## src/rtl/k_and_s_pkg.sv

```systemverilog
// Shared types for the K-and-S sequencer: instruction decode values,
// state encodings and ALU operation codes.
package k_and_s_pkg;

    typedef enum logic [4:0] {
        I_NOP    = 5'd0,
        I_LOAD   = 5'd1,
        I_STORE  = 5'd2,
        I_MOVE   = 5'd3,
        I_ADD    = 5'd4,
        I_SUB    = 5'd5,
        I_AND    = 5'd6,
        I_OR     = 5'd7,
        I_BRANCH = 5'd8,
        I_BZERO  = 5'd9,
        I_BNZERO = 5'd10,
        I_BNEG   = 5'd11,
        I_BNNEG  = 5'd12,
        I_BOV    = 5'd13,
        I_BNOV   = 5'd14,
        I_HALT   = 5'd15
    } decoded_instruction_type;

    typedef logic [3:0] state_t;

    localparam state_t S_IDLE    = 4'd0;
    localparam state_t S_FETCH_W = 4'd1;
    localparam state_t S_FETCH   = 4'd2;
    localparam state_t S_DECODE  = 4'd3;
    localparam state_t S_MEM_W   = 4'd4;
    localparam state_t S_LOAD_WB = 4'd5;
    localparam state_t S_STORE   = 4'd6;
    localparam state_t S_EXEC    = 4'd7;
    localparam state_t S_BR_TAKE = 4'd8;
    localparam state_t S_HALTED  = 4'd9;

    localparam logic [1:0] OP_OR  = 2'b00;
    localparam logic [1:0] OP_ADD = 2'b01;
    localparam logic [1:0] OP_SUB = 2'b10;
    localparam logic [1:0] OP_AND = 2'b11;

    // Only meaningful for branch encodings; anything else reports not-taken.
    function automatic logic branch_taken(input decoded_instruction_type instr,
                                          input logic zero_op,
                                          input logic neg_op,
                                          input logic signed_overflow);
        case (instr)
            I_BRANCH: branch_taken = 1'b1;
            I_BZERO:  branch_taken = zero_op;
            I_BNZERO: branch_taken = ~zero_op;
            I_BNEG:   branch_taken = neg_op;
            I_BNNEG:  branch_taken = ~neg_op;
            I_BOV:    branch_taken = signed_overflow;
            I_BNOV:   branch_taken = ~signed_overflow;
            default:  branch_taken = 1'b0;
        endcase
    endfunction

endpackage

```

## src/rtl/ks_sequencer_if.sv

```systemverilog
// Control/status bundle between the sequencer (master) and the datapath/RAM (slave).
interface ks_sequencer_if #(parameter int CNT_W = 16);
    import k_and_s_pkg::*;

    decoded_instruction_type decoded_instruction;
    logic zero_op;
    logic neg_op;
    logic unsigned_overflow;
    logic signed_overflow;

    logic branch;
    logic pc_enable;
    logic ir_enable;
    logic write_reg_enable;
    logic addr_sel;
    logic c_sel;
    logic flags_reg_enable;
    logic ram_write_enable;
    logic halt;
    logic [1:0] operation;
    logic illegal_instr;
    logic [CNT_W-1:0] retired;

    modport master (
        input  decoded_instruction, zero_op, neg_op, unsigned_overflow, signed_overflow,
        output branch, pc_enable, ir_enable, write_reg_enable, addr_sel, c_sel,
               flags_reg_enable, ram_write_enable, halt, operation, illegal_instr, retired
    );

    modport slave (
        output decoded_instruction, zero_op, neg_op, unsigned_overflow, signed_overflow,
        input  branch, pc_enable, ir_enable, write_reg_enable, addr_sel, c_sel,
               flags_reg_enable, ram_write_enable, halt, operation, illegal_instr, retired
    );

endinterface

```

## src/rtl/ks_wait_counter.sv

```systemverilog
// Down-counter for wait states: loaded on entry, done while the count is 1.
module ks_wait_counter #(
    parameter int WIDTH = 4
) (
    input  logic             clk,
    input  logic             rst_n,
    input  logic             load,
    input  logic [WIDTH-1:0] load_value,
    output logic             done
);

    logic [WIDTH-1:0] count_q;
    logic [WIDTH-1:0] count_d;

    always_comb begin
        count_d = count_q;
        if (load) begin
            count_d = load_value;
        end else if (count_q != '0) begin
            count_d = count_q - 1'b1;
        end
    end

    always_ff @(posedge clk or negedge rst_n) begin
        if (!rst_n) begin
            count_q <= '0;
        end else begin
            count_q <= count_d;
        end
    end

    assign done = (count_q == WIDTH'(1));

endmodule

```

## src/rtl/ks_sequencer.sv

```systemverilog
// Multi-cycle control FSM for the K-and-S processor: fetch, decode,
// load/store/ALU/branch execution, halt, and a retired-instruction counter.
module ks_sequencer
    import k_and_s_pkg::*;
#(
    parameter int MEM_WAIT   = 1,
    parameter int FETCH_WAIT = 0,
    parameter int CNT_W      = 16
) (
    input  logic           clk,
    input  logic           rst_n,
    ks_sequencer_if.master bus
);

    state_t           state_q, state_d;
    logic [1:0]       exec_op_q, exec_op_d;
    logic             exec_flags_q, exec_flags_d;
    logic             illegal_q, illegal_d;
    logic [CNT_W-1:0] retired_q, retired_d;

    logic             retire;
    logic             wait_load;
    logic [3:0]       wait_value;
    logic             wait_done;
    state_t           fetch_next;

    logic             o_branch, o_pc_enable, o_ir_enable, o_write_reg_enable;
    logic             o_addr_sel, o_c_sel, o_flags_reg_enable, o_ram_write_enable, o_halt;
    logic [1:0]       o_operation;

    ks_wait_counter #(.WIDTH(4)) u_wait (
        .clk        (clk),
        .rst_n      (rst_n),
        .load       (wait_load),
        .load_value (wait_value),
        .done       (wait_done)
    );

    // Next state, retire pulse and Moore outputs; EXEC's op and flag enable
    // are captured in DECODE so outputs never depend on live inputs.
    always_comb begin
        state_d      = state_q;
        exec_op_d    = exec_op_q;
        exec_flags_d = exec_flags_q;
        illegal_d    = illegal_q;
        retire       = 1'b0;
        fetch_next   = (FETCH_WAIT > 0) ? S_FETCH_W : S_FETCH;

        o_branch           = 1'b0;
        o_pc_enable        = 1'b0;
        o_ir_enable        = 1'b0;
        o_write_reg_enable = 1'b0;
        o_addr_sel         = 1'b0;
        o_c_sel            = 1'b0;
        o_flags_reg_enable = 1'b0;
        o_ram_write_enable = 1'b0;
        o_halt             = 1'b0;
        o_operation        = OP_OR;

        case (state_q)
            S_IDLE:    state_d = fetch_next;
            S_FETCH_W: if (wait_done) state_d = S_FETCH;
            S_FETCH: begin
                o_ir_enable = 1'b1;
                o_pc_enable = 1'b1;
                state_d     = S_DECODE;
            end
            S_DECODE: begin
                case (bus.decoded_instruction)
                    I_NOP: begin
                        state_d = fetch_next;
                        retire  = 1'b1;
                    end
                    I_LOAD:  state_d = (MEM_WAIT > 0) ? S_MEM_W : S_LOAD_WB;
                    I_STORE: state_d = S_STORE;
                    I_MOVE: begin
                        state_d      = S_EXEC;
                        exec_op_d    = OP_OR;
                        exec_flags_d = 1'b0;
                    end
                    I_ADD, I_SUB, I_AND, I_OR: begin
                        state_d      = S_EXEC;
                        exec_flags_d = 1'b1;
                        case (bus.decoded_instruction)
                            I_ADD:   exec_op_d = OP_ADD;
                            I_SUB:   exec_op_d = OP_SUB;
                            I_AND:   exec_op_d = OP_AND;
                            default: exec_op_d = OP_OR;
                        endcase
                    end
                    I_BRANCH, I_BZERO, I_BNZERO, I_BNEG, I_BNNEG, I_BOV, I_BNOV: begin
                        if (branch_taken(bus.decoded_instruction, bus.zero_op,
                                         bus.neg_op, bus.signed_overflow)) begin
                            state_d = S_BR_TAKE;
                        end else begin
                            state_d = fetch_next;
                            retire  = 1'b1;
                        end
                    end
                    I_HALT:  state_d = S_HALTED;
                    default: begin
                        state_d   = S_HALTED;
                        illegal_d = 1'b1;
                    end
                endcase
            end
            S_MEM_W: begin
                o_addr_sel = 1'b1;
                if (wait_done) state_d = S_LOAD_WB;
            end
            S_LOAD_WB: begin
                o_addr_sel         = 1'b1;
                o_c_sel            = 1'b1;
                o_write_reg_enable = 1'b1;
                state_d            = fetch_next;
                retire             = 1'b1;
            end
            S_STORE: begin
                o_addr_sel         = 1'b1;
                o_ram_write_enable = 1'b1;
                state_d            = fetch_next;
                retire             = 1'b1;
            end
            S_EXEC: begin
                o_operation        = exec_op_q;
                o_write_reg_enable = 1'b1;
                o_flags_reg_enable = exec_flags_q;
                state_d            = fetch_next;
                retire             = 1'b1;
            end
            S_BR_TAKE: begin
                o_branch    = 1'b1;
                o_pc_enable = 1'b1;
                state_d     = fetch_next;
                retire      = 1'b1;
            end
            S_HALTED: o_halt = 1'b1;
            default:  state_d = S_IDLE;
        endcase

        wait_load  = ((state_d == S_FETCH_W) && (state_q != S_FETCH_W)) ||
                     ((state_d == S_MEM_W)   && (state_q != S_MEM_W));
        wait_value = (state_d == S_MEM_W) ? 4'(MEM_WAIT) : 4'(FETCH_WAIT);

        retired_d = retired_q;
        if (retire && (retired_q != {CNT_W{1'b1}})) begin
            retired_d = retired_q + 1'b1;
        end
    end

    always_ff @(posedge clk or negedge rst_n) begin
        if (!rst_n) begin
            state_q      <= S_IDLE;
            exec_op_q    <= OP_OR;
            exec_flags_q <= 1'b0;
            illegal_q    <= 1'b0;
            retired_q    <= '0;
        end else begin
            state_q      <= state_d;
            exec_op_q    <= exec_op_d;
            exec_flags_q <= exec_flags_d;
            illegal_q    <= illegal_d;
            retired_q    <= retired_d;
        end
    end

    assign bus.branch           = o_branch;
    assign bus.pc_enable        = o_pc_enable;
    assign bus.ir_enable        = o_ir_enable;
    assign bus.write_reg_enable = o_write_reg_enable;
    assign bus.addr_sel         = o_addr_sel;
    assign bus.c_sel            = o_c_sel;
    assign bus.flags_reg_enable = o_flags_reg_enable;
    assign bus.ram_write_enable = o_ram_write_enable;
    assign bus.halt             = o_halt;
    assign bus.operation        = o_operation;
    assign bus.illegal_instr    = illegal_q;
    assign bus.retired          = retired_q;

endmodule

```

## src/flat_wrapper.sv

```systemverilog
// flat-port wrapper written by rule: the top's interface ports become plain ports
module ks_sequencer_flat import k_and_s_pkg::*;
#(
    parameter int MEM_WAIT   = 1,
    parameter int FETCH_WAIT = 0,
    parameter int CNT_W      = 16
)
  (clk, rst_n, bus_decoded_instruction, bus_zero_op, bus_neg_op, bus_unsigned_overflow, bus_signed_overflow, bus_branch, bus_pc_enable, bus_ir_enable, bus_write_reg_enable, bus_addr_sel, bus_c_sel, bus_flags_reg_enable, bus_ram_write_enable, bus_halt, bus_operation, bus_illegal_instr, bus_retired);
  ks_sequencer_if #(.CNT_W(CNT_W)) bus_i ();
  input  logic clk;
  input  logic rst_n;
  input wire logic [$bits(bus_i.decoded_instruction)-1:0] bus_decoded_instruction;
  input wire logic [$bits(bus_i.zero_op)-1:0] bus_zero_op;
  input wire logic [$bits(bus_i.neg_op)-1:0] bus_neg_op;
  input wire logic [$bits(bus_i.unsigned_overflow)-1:0] bus_unsigned_overflow;
  input wire logic [$bits(bus_i.signed_overflow)-1:0] bus_signed_overflow;
  output wire logic [$bits(bus_i.branch)-1:0] bus_branch;
  output wire logic [$bits(bus_i.pc_enable)-1:0] bus_pc_enable;
  output wire logic [$bits(bus_i.ir_enable)-1:0] bus_ir_enable;
  output wire logic [$bits(bus_i.write_reg_enable)-1:0] bus_write_reg_enable;
  output wire logic [$bits(bus_i.addr_sel)-1:0] bus_addr_sel;
  output wire logic [$bits(bus_i.c_sel)-1:0] bus_c_sel;
  output wire logic [$bits(bus_i.flags_reg_enable)-1:0] bus_flags_reg_enable;
  output wire logic [$bits(bus_i.ram_write_enable)-1:0] bus_ram_write_enable;
  output wire logic [$bits(bus_i.halt)-1:0] bus_halt;
  output wire logic [$bits(bus_i.operation)-1:0] bus_operation;
  output wire logic [$bits(bus_i.illegal_instr)-1:0] bus_illegal_instr;
  output wire logic [$bits(bus_i.retired)-1:0] bus_retired;
  assign bus_i.decoded_instruction = bus_decoded_instruction;
  assign bus_i.zero_op = bus_zero_op;
  assign bus_i.neg_op = bus_neg_op;
  assign bus_i.unsigned_overflow = bus_unsigned_overflow;
  assign bus_i.signed_overflow = bus_signed_overflow;
  assign bus_branch = bus_i.branch;
  assign bus_pc_enable = bus_i.pc_enable;
  assign bus_ir_enable = bus_i.ir_enable;
  assign bus_write_reg_enable = bus_i.write_reg_enable;
  assign bus_addr_sel = bus_i.addr_sel;
  assign bus_c_sel = bus_i.c_sel;
  assign bus_flags_reg_enable = bus_i.flags_reg_enable;
  assign bus_ram_write_enable = bus_i.ram_write_enable;
  assign bus_halt = bus_i.halt;
  assign bus_operation = bus_i.operation;
  assign bus_illegal_instr = bus_i.illegal_instr;
  assign bus_retired = bus_i.retired;
  ks_sequencer #(.MEM_WAIT(MEM_WAIT), .FETCH_WAIT(FETCH_WAIT), .CNT_W(CNT_W)) u_core (.clk(clk), .rst_n(rst_n), .bus(bus_i));
endmodule
```

## config.mk

```make
export PLATFORM = sky130hd
export DESIGN_NAME = ks_sequencer_flat
export DESIGN_NICKNAME = d
export VERILOG_FILES = /design/src/rtl/k_and_s_pkg.sv /design/src/rtl/ks_sequencer_if.sv /design/src/rtl/ks_wait_counter.sv /design/src/rtl/ks_sequencer.sv /design/src/flat_wrapper.sv
export SDC_FILE = /design/constraint.sdc
export NUM_CORES = 1
export LEC_CHECK = 0
export BUFFER_PORTS_ARGS = -buffer_cell sky130_fd_sc_hd__clkbuf_2
export CORE_ASPECT_RATIO = 2
export CORE_MARGIN = 2
export CORE_UTILIZATION = 45
export CTS_BUF_LIST = sky130_fd_sc_hd__clkbuf_16
export CTS_CLUSTER_SIZE = 14
export DETAILED_ROUTE_END_ITERATION = 10
export GPL_ROUTABILITY_DRIVEN = 0
export GPL_TIMING_DRIVEN = 1
export PLACE_DENSITY_LB_ADDON = 0.05
export SLEW_MARGIN = 20
export SYNTH_ARGS = -nofsm -noshare
export SYNTH_HDL_FRONTEND = slang
export SYNTH_SLANG_ARGS = --single-unit
export TNS_END_PERCENT = 1
```

## constraint.sdc

```tcl
create_clock -name clk -period 2.17 [get_ports clk]
set_input_delay 0.434 -clock clk [delete_from_list [all_inputs] [get_ports clk]]
set_output_delay 0.434 -clock clk [all_outputs]
set_load 0.01 [all_outputs]
```

; Word-level counts from Yosys, hierarchy flattened
; Cells that the tools add are included.
[totals]
reg_bits = 28
inputBits = 11
out_inout_bits = 28
word_cells = 89
[classes]
n_addsub = 2
eq_ne = 30
muxes = 27
bitwise = 4
n_reduce_logical = 20
[ops]
columns = op, n
row1 = $eq A5 B4 Y1 const B, 8
row2 = $pmux W4 S6, 1
row3 = $eq A4 B3 Y1 const B, 5
row4 = $eq A5 B3 Y1 const B, 4
row5 = $mux W4, 5
row6 = $pmux W4 S5, 1
row7 = $add A16 B1 Y16 const B, 1
row8 = $ne A16 B16 Y1 const B, 1
row9 = $reduce_or A16 Y1, 1
row10 = $mux W1, 13
row11 = $eq A4 B1 Y1 const B, 3
row12 = $eq A5 B2 Y1 const B, 2
row13 = $reduce_or A5 Y1, 2
row14 = $eq A4 B2 Y1 const B, 2
row15 = $eq A4 B4 Y1 const B, 2
row16 = $reduce_or A4 Y1, 2
row17 = $pmux W1 S7, 1
row18 = $reduce_or A7 Y1, 1
row19 = $pmux W1 S2, 3
row20 = $pmux W2 S3, 1
row21 = $eq A5 B1 Y1 const B, 1
row22 = $logic_not A5 Y1, 1
row23 = $logic_not A4 Y1, 1
row24 = $ne A4 B1 Y1 const B, 1
row25 = 12 further kinds, 20

; Depth between registers and ports, before layout
; Gate-level depths: netlist (run 1).
[logic_depth]
depth_word = 11
depth_mapped = 8
ltp_nobuf = 8

; Hierarchy
; Synthesis (run 1) repeated with hierarchy kept, for this count alone.
[unflattened]
cells_unflattened = 182
hier_area_um2 = 1779.2
[modules_own_cells]
columns = module, instances, cells_per_inst, area_per_inst_um2, seq_area_each_um2
row1 = ks_sequencer, 1, 158, 1514.0, 600.6
row2 = ks_wait_counter, 1, 24, 265.3, 100.1

; Least setup slack after synthesis (run 1)
; Ideal clock, no wire load.
[synth_timing]
kind = input-to-reg
startpoint = input bus_decoded_instruction[0]
endpoint = register u_core.retired_q[9] (netlist: u_core.bus.retired[9])
setup_ps = 126
t_arrival_ps = 1953
t_required_ps = 2044
setup_slack_ps = 91
stages = 8
path_buffers = 2
cell_sequence = buf_2 or3_1 nor4_1 nor3_1 a21oi_2 buf_4 nand4_1 xnor2_1
[synth_between]
elab_chain_cells = 8
word_cells_on_any_way = 16
cone_classes = eq/ne (7) / mux (6) / reduce/logical (3)
[synth_lines]
columns = element, line_no
row1 = "start, declared", flat_wrapper.sv:12  ; input wire logic [$bits(bus_i.decoded_instruction)-1:0] bus_decoded_instruction;
row2 = $eq A5 B4 Y1, "k_and_s_pkg.sv:47, ks_sequencer.sv:69"
row3 = $pmux W1 S7, k_and_s_pkg.sv:47  ; case (instr)
row4 = $mux W1, ks_sequencer.sv:69  ; case (bus.decoded_instruction)
row5 = $mux W1, ks_sequencer.sv:60  ; case (state_q)
row6 = $mux W1, ks_sequencer.sv:92  ; if (branch_taken(bus.decoded_instruction, bus.zero_op,
row7 = $pmux W1 S2 (*), ks_sequencer.sv:69
row8 = $pmux W1 S2 (*), ks_sequencer.sv:60
row9 = $logic_and A1 B1 Y1 (*), ks_sequencer.sv:146  ; if (retire && (retired_q != {CNT_W{1'b1}})) begin
row10 = "end signal, assigned", ks_sequencer.sv:163  ; retired_q <= retired_d;
row11 = "end, declared", ks_sequencer.sv:19  ; logic [CNT_W-1:0] retired_q, retired_d;
; Every way passes the cells marked *; elsewhere a longest branch is shown, timed or not. The select of a mux whose other input is x is not followed.
; A chain may end at the register's enable or synchronous reset.

; Final worst setup path (run 1)
[layout_timing]
startpoint = register u_core.u_wait.count_q[1]
endpoint = register u_core.u_wait.count_q[0]
[layout_between]
elab_chain_cells = 7
word_cells_on_any_way = 13
cone_classes = eq/ne (3) / mux (5) / reduce/logical (5)
[layout_lines]
columns = element, line_no
row1 = "start, declared", ks_wait_counter.sv:12  ; logic [WIDTH-1:0] count_q;
row2 = "start signal, assigned", ks_wait_counter.sv:28  ; count_q <= count_d;
row3 = $eq A4 B1 Y1 (*), ks_wait_counter.sv:32  ; assign done = (count_q == WIDTH'(1));
row4 = $mux W4 (on tied branches), "ks_sequencer.sv:109, ks_sequencer.sv:62"
row5 = $pmux W4 S6 (*), ks_sequencer.sv:60
row6 = net u_core.state_d[1], ks_sequencer.sv:15  ; state_t state_q, state_d;
row7 = $eq A4 B1 Y1 / $eq A4 B3 Y1 (equally long branches), "ks_sequencer.sv:141, ks_sequencer.sv:142, ks_sequencer.sv:143"
row8 = $logic_and A1 B1 Y1 (on tied branches), "ks_sequencer.sv:141, ks_sequencer.sv:142"
row9 = $logic_or A1 B1 Y1, ks_sequencer.sv:141  ; wait_load = ((state_d == S_FETCH_W) && (state_q != S_FETCH_W)) ||
row10 = $mux W4 / $reduce_bool A2 Y1 (equally long branches), --
; The timed path passes the listed nets; every way through them passes the cells marked *.

==> impl_metrics.tcl, run 1 <==
set metrics [dict create \
    synth_edf_count 0 \
    first_iter_violations 11 \
    n_antenna_cell 0 \
    rows 31 \
    p_leak_nw 1.00 \
    wirelength_um 4040 \
    start_kind "flip-flop" \
    synth_flop_cell "dfrtp_1" \
    startpoint "u_core.u_wait.count_q[1]$_DFFE_PN0P_" \
    pre_cts_slack_ns -0.0503 \
    max-clock-path-buffers 2 \
    die_y_um 90.4 \
    drive_gt1_share_pct 32.6 \
    vdd_drop_max_v 0.000755 \
    vias_per_cell 5.46 \
    whs_ns 0.212 \
    critical-path-max-stage-delay_ns 0.44 \
    seq_area_sq_um 703 \
    cts_sinks 28 \
    max-slew-margin-rel_pct 51.3 \
    totalNegativeSetupSlack_ns 0 \
    clk_latency_ns 0.26 \
    cp.depth 8 \
    finalCritPeriodShare_pct 99.1 \
    finalWorstSetupSlack_ns 0.0205 \
    cap_violations 0 \
    endpoint "u_core.u_wait.count_q[0]$_DFFE_PN0P_" \
    ys_types 48 \
    path_cells "inv_2, ha_4, nor4b_1, o21ai_1, o221ai_1, or3b_4, a2111oi_4, nand2b_4" \
    dieArea_sq_um 4260 \
    ys_warn_count 0 \
    antenna_found_initial 0 \
    r2r_end "u_core.u_wait.count_q[0]$_DFFE_PN0P_" \
    grt_max_degree 29 \
    setup_violations 0 \
    fmax_ghz 0.465 \
    die_x_um 47.2 \
    synth_area_sq_um 1680 \
    finalMaxSlewViolations 0 \
    via_count 1557 \
    worstPathRequired_ns 2.37 \
    r2r-start "u_core.u_wait.count_q[1]$_DFFE_PN0P_" \
    grt_pass1_vias 1559 \
    grt_overflow 0 \
    areaGrowthSynthToFinish_pct 30.3 \
    cts_inserted_buffers 3 \
    path_delay_family "simple AND/OR/NAND/NOR gates" \
    final_nets 252 \
    cts_tree "yes" \
    io_pins 39 \
    hold_viol_final 0 \
    hold_class "in -> async" \
    synth_nets 197 \
    cp_max_fo 4 \
    yosysSeqAreaShare_pct 41.8 \
    ff2ff_path_depth 8 \
    critical_path_buf_inv_count 1 \
    p_per_area_nw_per_um2 1170 \
    postRouteAntennaNets 0 \
    drcViolationCount 0 \
    design.core.area_sq_um 3610 \
    end_kind "flip-flop" \
    clockRootBuffer "clkbuf_16" \
    clkTransAtPathRegs_ns 0.07 \
    synth-seq-cells 28 \
    tightest_slew_ns 0.731 \
    initial_core_util_pct 46.5 \
    htree_num_levels 1 \
    skew_ns 0.00290 \
    synth_cells 182 \
    syn_avg_cell_area_sq_um 9.22 \
    num-fill-cells 351 \
    grtUsageTotal_pct 20.6 \
    worst_path_max_delay_cell "a2111oi_4" \
    post_drt_wl_per_cell_um 14.2 \
    grt_pass1_wl_um 6590 \
    rsz0062_at_grt "true" \
    r2r_setup_slack_ns 0.02 \
    multi_input_area_sq_um 962 \
    critPathKind "reg -> reg" \
    hpwl_um 3240 \
    port_buffers 37 \
    final_common_cell "clkbuf_2" \
    crit_arrival_ns 2.35 \
    postSynth.asyncResetShare_pct 100 \
    final_cell_mix "clkbuf_2, dfrtp_1, buf_4, nor2_1, nand2_1" \
    status "completed" \
    final.min_clock_period_ns 2.15 \
    drt-pass1-iter-count 4 \
    final_util_pct 60.6 \
]
==> synthesized netlist by cell type (3+ instances only) <==
cell type / n / area, sq um
a21oi_1: 9 / 45.0
nor3b_1: 3 / 22.5
nand2b_1: 9 / 56.3
dfrtp_1: 28 / 701
ha_1: 4 / 50.1
clkbuf_1: 3 / 11.3
nand2_1: 18 / 67.6
nand3_1: 8 / 40.0
nor3_1: 9 / 45.0
nor2_1: 19 / 71.3
xnor2_1: 13 / 114
or3_1: 3 / 18.8
and3_1: 6 / 37.5
nand4_1: 4 / 25.0
o21ai_0: 3 / 15.0
inv_1: 3 / 11.3
==> where the power goes <==
part	total [mW]	internal (mW)	switching, mW	leakage (nW)
registers	0.832	0.669	0.163	0.359
clock network	0.540	0.367	0.173	0.0511
logic	1.20	0.614	0.582	0.595
total	2.57	1.65	0.919	1.00
==> kinds of logic (layout without fill, tap and decap cells) <==
logic type | Yosys count | after routing | share of synthesized area [%]
AOI/OAI and AO/OA | 26 | 26 | 11.5
xor gates and xnor gates | 14 | 14 | 7.31
adders and majority gates | 4 | 4 | 2.98
buffers and inverters | 11 | 65 | 3.06
DFF | 28 | 28 | 41.8
muxes | 4 | 4 | 2.68
and+or+nand+nor | 95 | 95 | 30.7
==> metrics by stage <==
stage / total power, mW / area (sq um) / instances
after floorplan: 1.48 / 1680 / 182
after detailed placement: 1.92 / 2030 / 279
after global placement: 1.88 / 2030 / 279
final: 2.57 / 2190 / 285
after global routing: 2.74 / 2190 / 285
after CTS: 2.47 / 2130 / 283
==> final cells by class <==
class,count,area share (%)
multi-input cells,143,44.0
flip-flops and latches,28,32.2
repair buffers,58,15.7
clock buffers,3,3.43
well taps,49,2.80
clock inverters,1,1.37
inverters,3,0.515
==> registers in the layout, indices dropped and copies added, names as in the netlist <==
name and count:
u_core.bus.illegal_instr 1, u_core.bus.retired 16, u_core.exec_flags_q 1, u_core.exec_op_q 2, u_core.state_q 4, u_core.u_wait.count_q 4
==> worst min-delay path by stage <==
stage | cells after the start | startpoint | to | slack [ns]
floorplan | 0 | rst_n | u_core.bus.illegal_instr$_DFFE_PN0P_ | 0.14
global placement | 1 | u_core.bus.illegal_instr$_DFFE_PN0P_ | u_core.bus.illegal_instr$_DFFE_PN0P_ | 0.44
detailed placement | 1 | u_core.bus.illegal_instr$_DFFE_PN0P_ | u_core.bus.illegal_instr$_DFFE_PN0P_ | 0.45
CTS | 1 | rst_n | u_core.state_q[3]$_DFF_PN0_ | 0.25
global route | 1 | rst_n | u_core.exec_flags_q$_DFFE_PN0P_ | 0.28
finish | 1 | rst_n | u_core.exec_flags_q$_DFFE_PN0P_ | 0.21
==> per-layer routing <==
metal,up-vias,wire length (um),global-route usage (%)
met5,-,0,0
met4,0,133,8.80
met3,12,86,2.00
met1,762,1340,17.9
met2,36,2480,41.0
li1,747,-,-
==> what timing repair did <==
action | CTS | global route
pin swaps | 1 | 4
hold buffers | 0 | 0
setup buffers | 0 | 2
gates cloned | 0 | 0
endpoints found under the setup margin | 4 | 8
gates resized for setup | 0 | 8
(Power assumes the default switching activity.)
==> inputs of run 2 (changes only) <==
- PLACE_DENSITY: default -> 0.78
- PLACE_DENSITY_LB_ADDON: 0.05 -> default
==> impl_metrics.tcl, run 2 (synthesis gave the netlist of run 1 again) <==
set metrics [dict create \
    wl_met3_um 107 \
    pre_cts_slack_ns -0.0650 \
    grt_max_degree 29 \
    port_buffers 37 \
    grt_pass1_vias 1513 \
    setup_violations 0 \
    cap_violations 0 \
    antenna_found_initial 0 \
    max-clock-path-buffers 2 \
    highest_layer "met4" \
    rows 31 \
    worstPathRequired_ns 2.32 \
    finalMaxSlewViolations 0 \
    hpwl_um 3090 \
    ctsHoldBuffers 0 \
    grt_overflow 0 \
    swShare_pct 35.8 \
    final_nets 250 \
    drt-pass1-iter-count 4 \
    final_common_cell "clkbuf_2" \
    cts_sinks 28 \
    stdcell_count 283 \
    first_iter_violations 29 \
    grt_pass1_wl_um 6640 \
    rsz0062_at_grt "true" \
    met2_length_um 2360 \
    clk_latency_ns 0.26 \
    totalNegativeSetupSlack_ns 0 \
    htree_num_levels 1 \
    wirelength_um 4000 \
    drive_gt1_share_pct 31.6 \
    cp_max_fo 12 \
    hold_class "in -> async" \
    power_mw 2.48 \
    r2r-start "u_core.state_q[3]$_DFF_PN0_" \
    multi_input_area_sq_um 955 \
    finalWorstSetupSlack_ns 0.0613 \
    via_count 1535 \
    dieArea_sq_um 4260 \
    max-slew-margin-rel_pct 53.4 \
    final_cell_mix "clkbuf_2, dfrtp_1, nor2_1, nand2_1, buf_4" \
    initial_core_util_pct 46.5 \
    tightest_slew_ns 0.699 \
    clockRootBuffer "clkbuf_16" \
    areaGrowthSynthToFinish_pct 29.5 \
    die_x_um 47.2 \
    postRouteAntennaNets 0 \
    io_pins 39 \
    end_kind "flip-flop" \
    p_per_area_nw_per_um2 1140 \
    num-fill-cells 341 \
    p_comb_share_pct 46.4 \
    largest_register_ffs 16 \
    r2r_setup_slack_ns 0.06 \
    cts_setup_buffers 0 \
    start_kind "flip-flop" \
    seq_area_sq_um 701 \
    vias_per_cell 5.42 \
    p_switching_uw 888 \
    fmax_ghz 0.474 \
    final.min_clock_period_ns 2.11 \
    grtUsageTotal_pct 20.6 \
    finalCritPeriodShare_pct 97.2 \
    p_leak_nw 1.00 \
    p_int_mw 1.59 \
    hold_viol_final 0 \
    numPlacedInstances 279 \
    placed_cell_area_sq_um 2040 \
    clkPwrFrac_pct 21.7 \
    die_y_um 90.4 \
    wl_met1_um 1470 \
    crit_arrival_ns 2.26 \
    startpoint "u_core.state_q[3]$_DFF_PN0_" \
    cts_tree "yes" \
    post_drt_wl_per_cell_um 14.1 \
    clkTransAtPathRegs_ns 0.07 \
    cts_inserted_buffers 3 \
    power_frac_seq_pct 31.9 \
    skew_ns 0.00332 \
    drcViolationCount 0 \
    n_antenna_cell 0 \
    fin_area_sq_um 2170 \
    vdd_drop_max_v 0.000732 \
    critPathKind "reg -> reg" \
    status "completed" \
    design.core.area_sq_um 3610 \
]
-- run 2: area by class of cell --
cell class                 instances  share of cell area, %
tap                               49                   2.82
multi-input combinational        143                   43.9
inverter                           3                  0.518
sequential                        28                   32.2
clock inverter                     1                   1.38
clock buffer                       3                   3.45
timing repair buffer              56                   15.7
-- run 2: repair_timing --
item / CTS / global route
endpoints found under the setup margin: 5 / 7
cloned: 0 / 0
pin swaps: 1 / 4
resized for setup: 1 / 6
-- run 2: layer usage --
metal | vias up | global-route usage [%]
met5 | - | 0
met4 | 0 | 6.25
met3 | 7 | 1.80
met2 | 46 | 38.9
met1 | 728 | 21.8
li1 | 754 | -
-- run 2: critical path, cell delays in order (launching register included) --
cell and delay, ns:
dfrtp_1 0.41, and4bb_1 0.30, nand3b_1 0.08, or4b_4 0.52, a21oi_2 0.21, buf_12 0.15, mux2_2 0.32
-- run 2: power groups by stage --
| stage | combinational [mW] | clock, mW | sequential, mW |
|---|---|---|---|
| after floorplan | 0.686 | 0 | 0.798 |
| after global placement | 1.09 | 0 | 0.790 |
| after detailed placement | 1.12 | 0 | 0.793 |
| after CTS | 1.13 | 0.551 | 0.784 |
| after global routing | 1.28 | 0.568 | 0.811 |
| final | 1.15 | 0.538 | 0.792 |
-- run 2: through the flow --
step	util [%]	hold slack, ns
floorplan	-	0.138
finish	60.2	0.208
global placement	56.5	0.451
detailed placement	56.5	0.449
global route	60.2	0.269
CTS	59.6	0.232
-- run 2: worst paths after layout --
check	endpoint	cells after the start
setup / recovery	u_core.bus.retired[1]$_DFFE_PN0P_	6
hold / removal	u_core.u_wait.count_q[0]$_DFFE_PN0P_	1
setup reg to reg	u_core.bus.retired[1]$_DFFE_PN0P_	6
hold reg to reg	u_core.bus.illegal_instr$_DFFE_PN0P_	1
max in group asynchronous	u_core.exec_op_q[0]$_DFFE_PN0P_	1
min in group clk	u_core.bus.illegal_instr$_DFFE_PN0P_	1
==> inputs of run 3 (changes only) <==
- REMOVE_ABC_BUFFERS: default -> 1
==> impl_metrics.tcl, run 3 (synthesis gave the netlist of run 1 again) <==
set metrics [dict create \
    worst_path_max_delay_cell "or4b_4" \
    setup_violations 0 \
    die_y_um 90.4 \
    num-fill-cells 324 \
    skew_ns 0.00158 \
    rsz0062_at_grt "false" \
    path_delay_family "simple AND/OR/NAND/NOR gates" \
    start_kind "flip-flop" \
    r2r-start "u_core.state_q[3]$_DFF_PN0_" \
    grt_pass1_vias 1428 \
    post_drt_wl_per_cell_um 13.9 \
    grtUsageTotal_pct 20.3 \
    first_iter_violations 34 \
    critical_path_buf_inv_count 1 \
    grt_pass1_wl_um 6540 \
    cap_violations 0 \
    multi_input_area_sq_um 945 \
    vias_per_cell 5.39 \
    drcViolationCount 0 \
    via_count 1541 \
    final.min_clock_period_ns 2.07 \
    seq_area_sq_um 701 \
    path_cells "and4bb_1, nand3b_1, or4b_4, a21oi_4, buf_4, mux2_2" \
    largest_register_ffs 16 \
    rows 31 \
    clockRootBuffer "clkbuf_16" \
    io_pins 39 \
    final_util_pct 60.2 \
    antenna_found_initial 0 \
    critical-path-max-stage-delay_ns 0.54 \
    vdd_drop_max_v 0.000941 \
    clkTransAtPathRegs_ns 0.07 \
    design.core.area_sq_um 3610 \
    drt-pass1-iter-count 4 \
    clk_latency_ns 0.26 \
    drive_gt1_share_pct 31.2 \
    dieArea_sq_um 4260 \
    cts_inserted_buffers 3 \
    p_leak_nw 1.01 \
    fin_area_sq_um 2170 \
    placed_cell_area_sq_um 2050 \
    finalMaxSlewViolations 0 \
    hpwl_um 3030 \
    port_buffers 37 \
    p_per_area_nw_per_um2 1140 \
    end_kind "flip-flop" \
    grt_overflow 0 \
    hold_viol_final 0 \
    crit_arrival_ns 2.22 \
    cts_sinks 28 \
    status "completed" \
    postRouteAntennaNets 0 \
    die_x_um 47.2 \
    fmax_ghz 0.484 \
    r2r_setup_slack_ns 0.10 \
    max-slew-margin-rel_pct 51.9 \
    r2r_end "u_core.bus.retired[1]$_DFFE_PN0P_" \
    initial_core_util_pct 46.5 \
    finalCritPeriodShare_pct 95.2 \
    cp_max_fo 6 \
    hold_class "in -> async" \
    htree_num_levels 1 \
    critPathKind "reg -> reg" \
    ff2ff_path_depth 6 \
    worstPathRequired_ns 2.32 \
    areaGrowthSynthToFinish_pct 29.5 \
    wirelength_um 3960 \
    ctsHoldBuffers 0 \
    final_nets 253 \
    max-clock-path-buffers 2 \
    tightest_slew_ns 0.721 \
    final_common_cell "clkbuf_2" \
    cts_setup_buffers 0 \
    n_antenna_cell 0 \
    cts_tree "yes" \
    grt_max_degree 29 \
    final_cell_mix "clkbuf_2, dfrtp_1, buf_4, nor2_1, nand2_1" \
]
-- run 3: cell count changes in the layout (fill, tap and decap cells not counted) --
cell / previous run / this run
a211oi_1: 0 / 1
a211oi_2: 1 / 0
a21oi_2: 2 / 1
a21oi_4: 0 / 1
buf_12: 1 / 0
buf_4: 18 / 22
ha_1: 3 / 4
ha_4: 1 / 0
inv_1: 2 / 3
inv_2: 1 / 0
o21ai_0: 2 / 3
o21ai_1: 1 / 0
-- run 3: what timing repair did --
item | CTS | global route
setup endpoints to repair | 0 | 13
hold endpoints to repair | 0 | 0
resized for setup | 0 | 3
-- run 3: metal layers --
layer,vias up,wire length [um],part of all wire [%],GRT usage (%)
met5,-,0,0,0
met4,0,119,3.0,8.33
met3,9,113,2.9,2.20
met2,35,2270,57,34.7
met1,744,1460,37,24.3
li1,753,-,-,-
-- run 3: worst max-delay path by stage --
stage	end	from	slack [ns]	depth (start not counted)
2_1_floorplan	u_core.bus.retired[1]$_DFFE_PN0P_	u_core.state_q[2]$_DFF_PN0_	-0.04	5
3_3_place_gp	u_core.u_wait.count_q[2]$_DFFE_PN0P_	bus_decoded_instruction[0]	-0.0002	7
3_5_place_dp	u_core.u_wait.count_q[3]$_DFFE_PN0P_	bus_decoded_instruction[0]	-0.05	7
4_1_cts	bus_pc_enable	u_core.state_q[1]$_DFF_PN0_	0.001	6
5_1_grt	u_core.bus.retired[6]$_DFFE_PN0P_	u_core.state_q[3]$_DFF_PN0_	0.007	8
6_report	u_core.bus.retired[1]$_DFFE_PN0P_	u_core.state_q[3]$_DFF_PN0_	0.10	6
-- run 3: worst reg2reg max path: cells and delay by family, from the launching register on --
family / cells / cell delay, ns
AND/OR/NAND/NOR: 3 / 0.91
AO/OA/AOI/OAI: 1 / 0.15
multiplexers: 1 / 0.32
flip-flops: 1 / 0.44
buffers and inverters: 1 / 0.13
-- run 3: layout make-up --
cell class | count | area share, %
Clock buffer | 3 | 3.45
Clock inverter | 1 | 1.38
Inverter | 3 | 0.518
Multi-Input combinational cell | 143 | 43.5
Sequential cell | 28 | 32.2
Tap cell | 49 | 2.82
Timing Repair Buffer | 59 | 16.1
-- run 3: stage by stage --
stage,total power [mW],hold slack [ns],setup TNS [ns],std cells,worst slack (ns)
final,2.48,0.212,0,286,0.104
after global routing,2.64,0.273,0,286,0.00663
after floorplan,1.44,0.138,-0.0444,174,-0.0444
after detailed placement,1.92,0.479,-0.185,282,-0.0461
after global placement,1.89,0.478,-0.000233,282,-0.000179
after CTS,2.47,0.237,0,286,0.000993
-- run 3: power by group --
part / total [mW] / switching, mW / internal (mW)
sequential: 0.796 / 0.131 / 0.664
clock: 0.542 / 0.175 / 0.367
combinational: 1.14 / 0.579 / 0.558
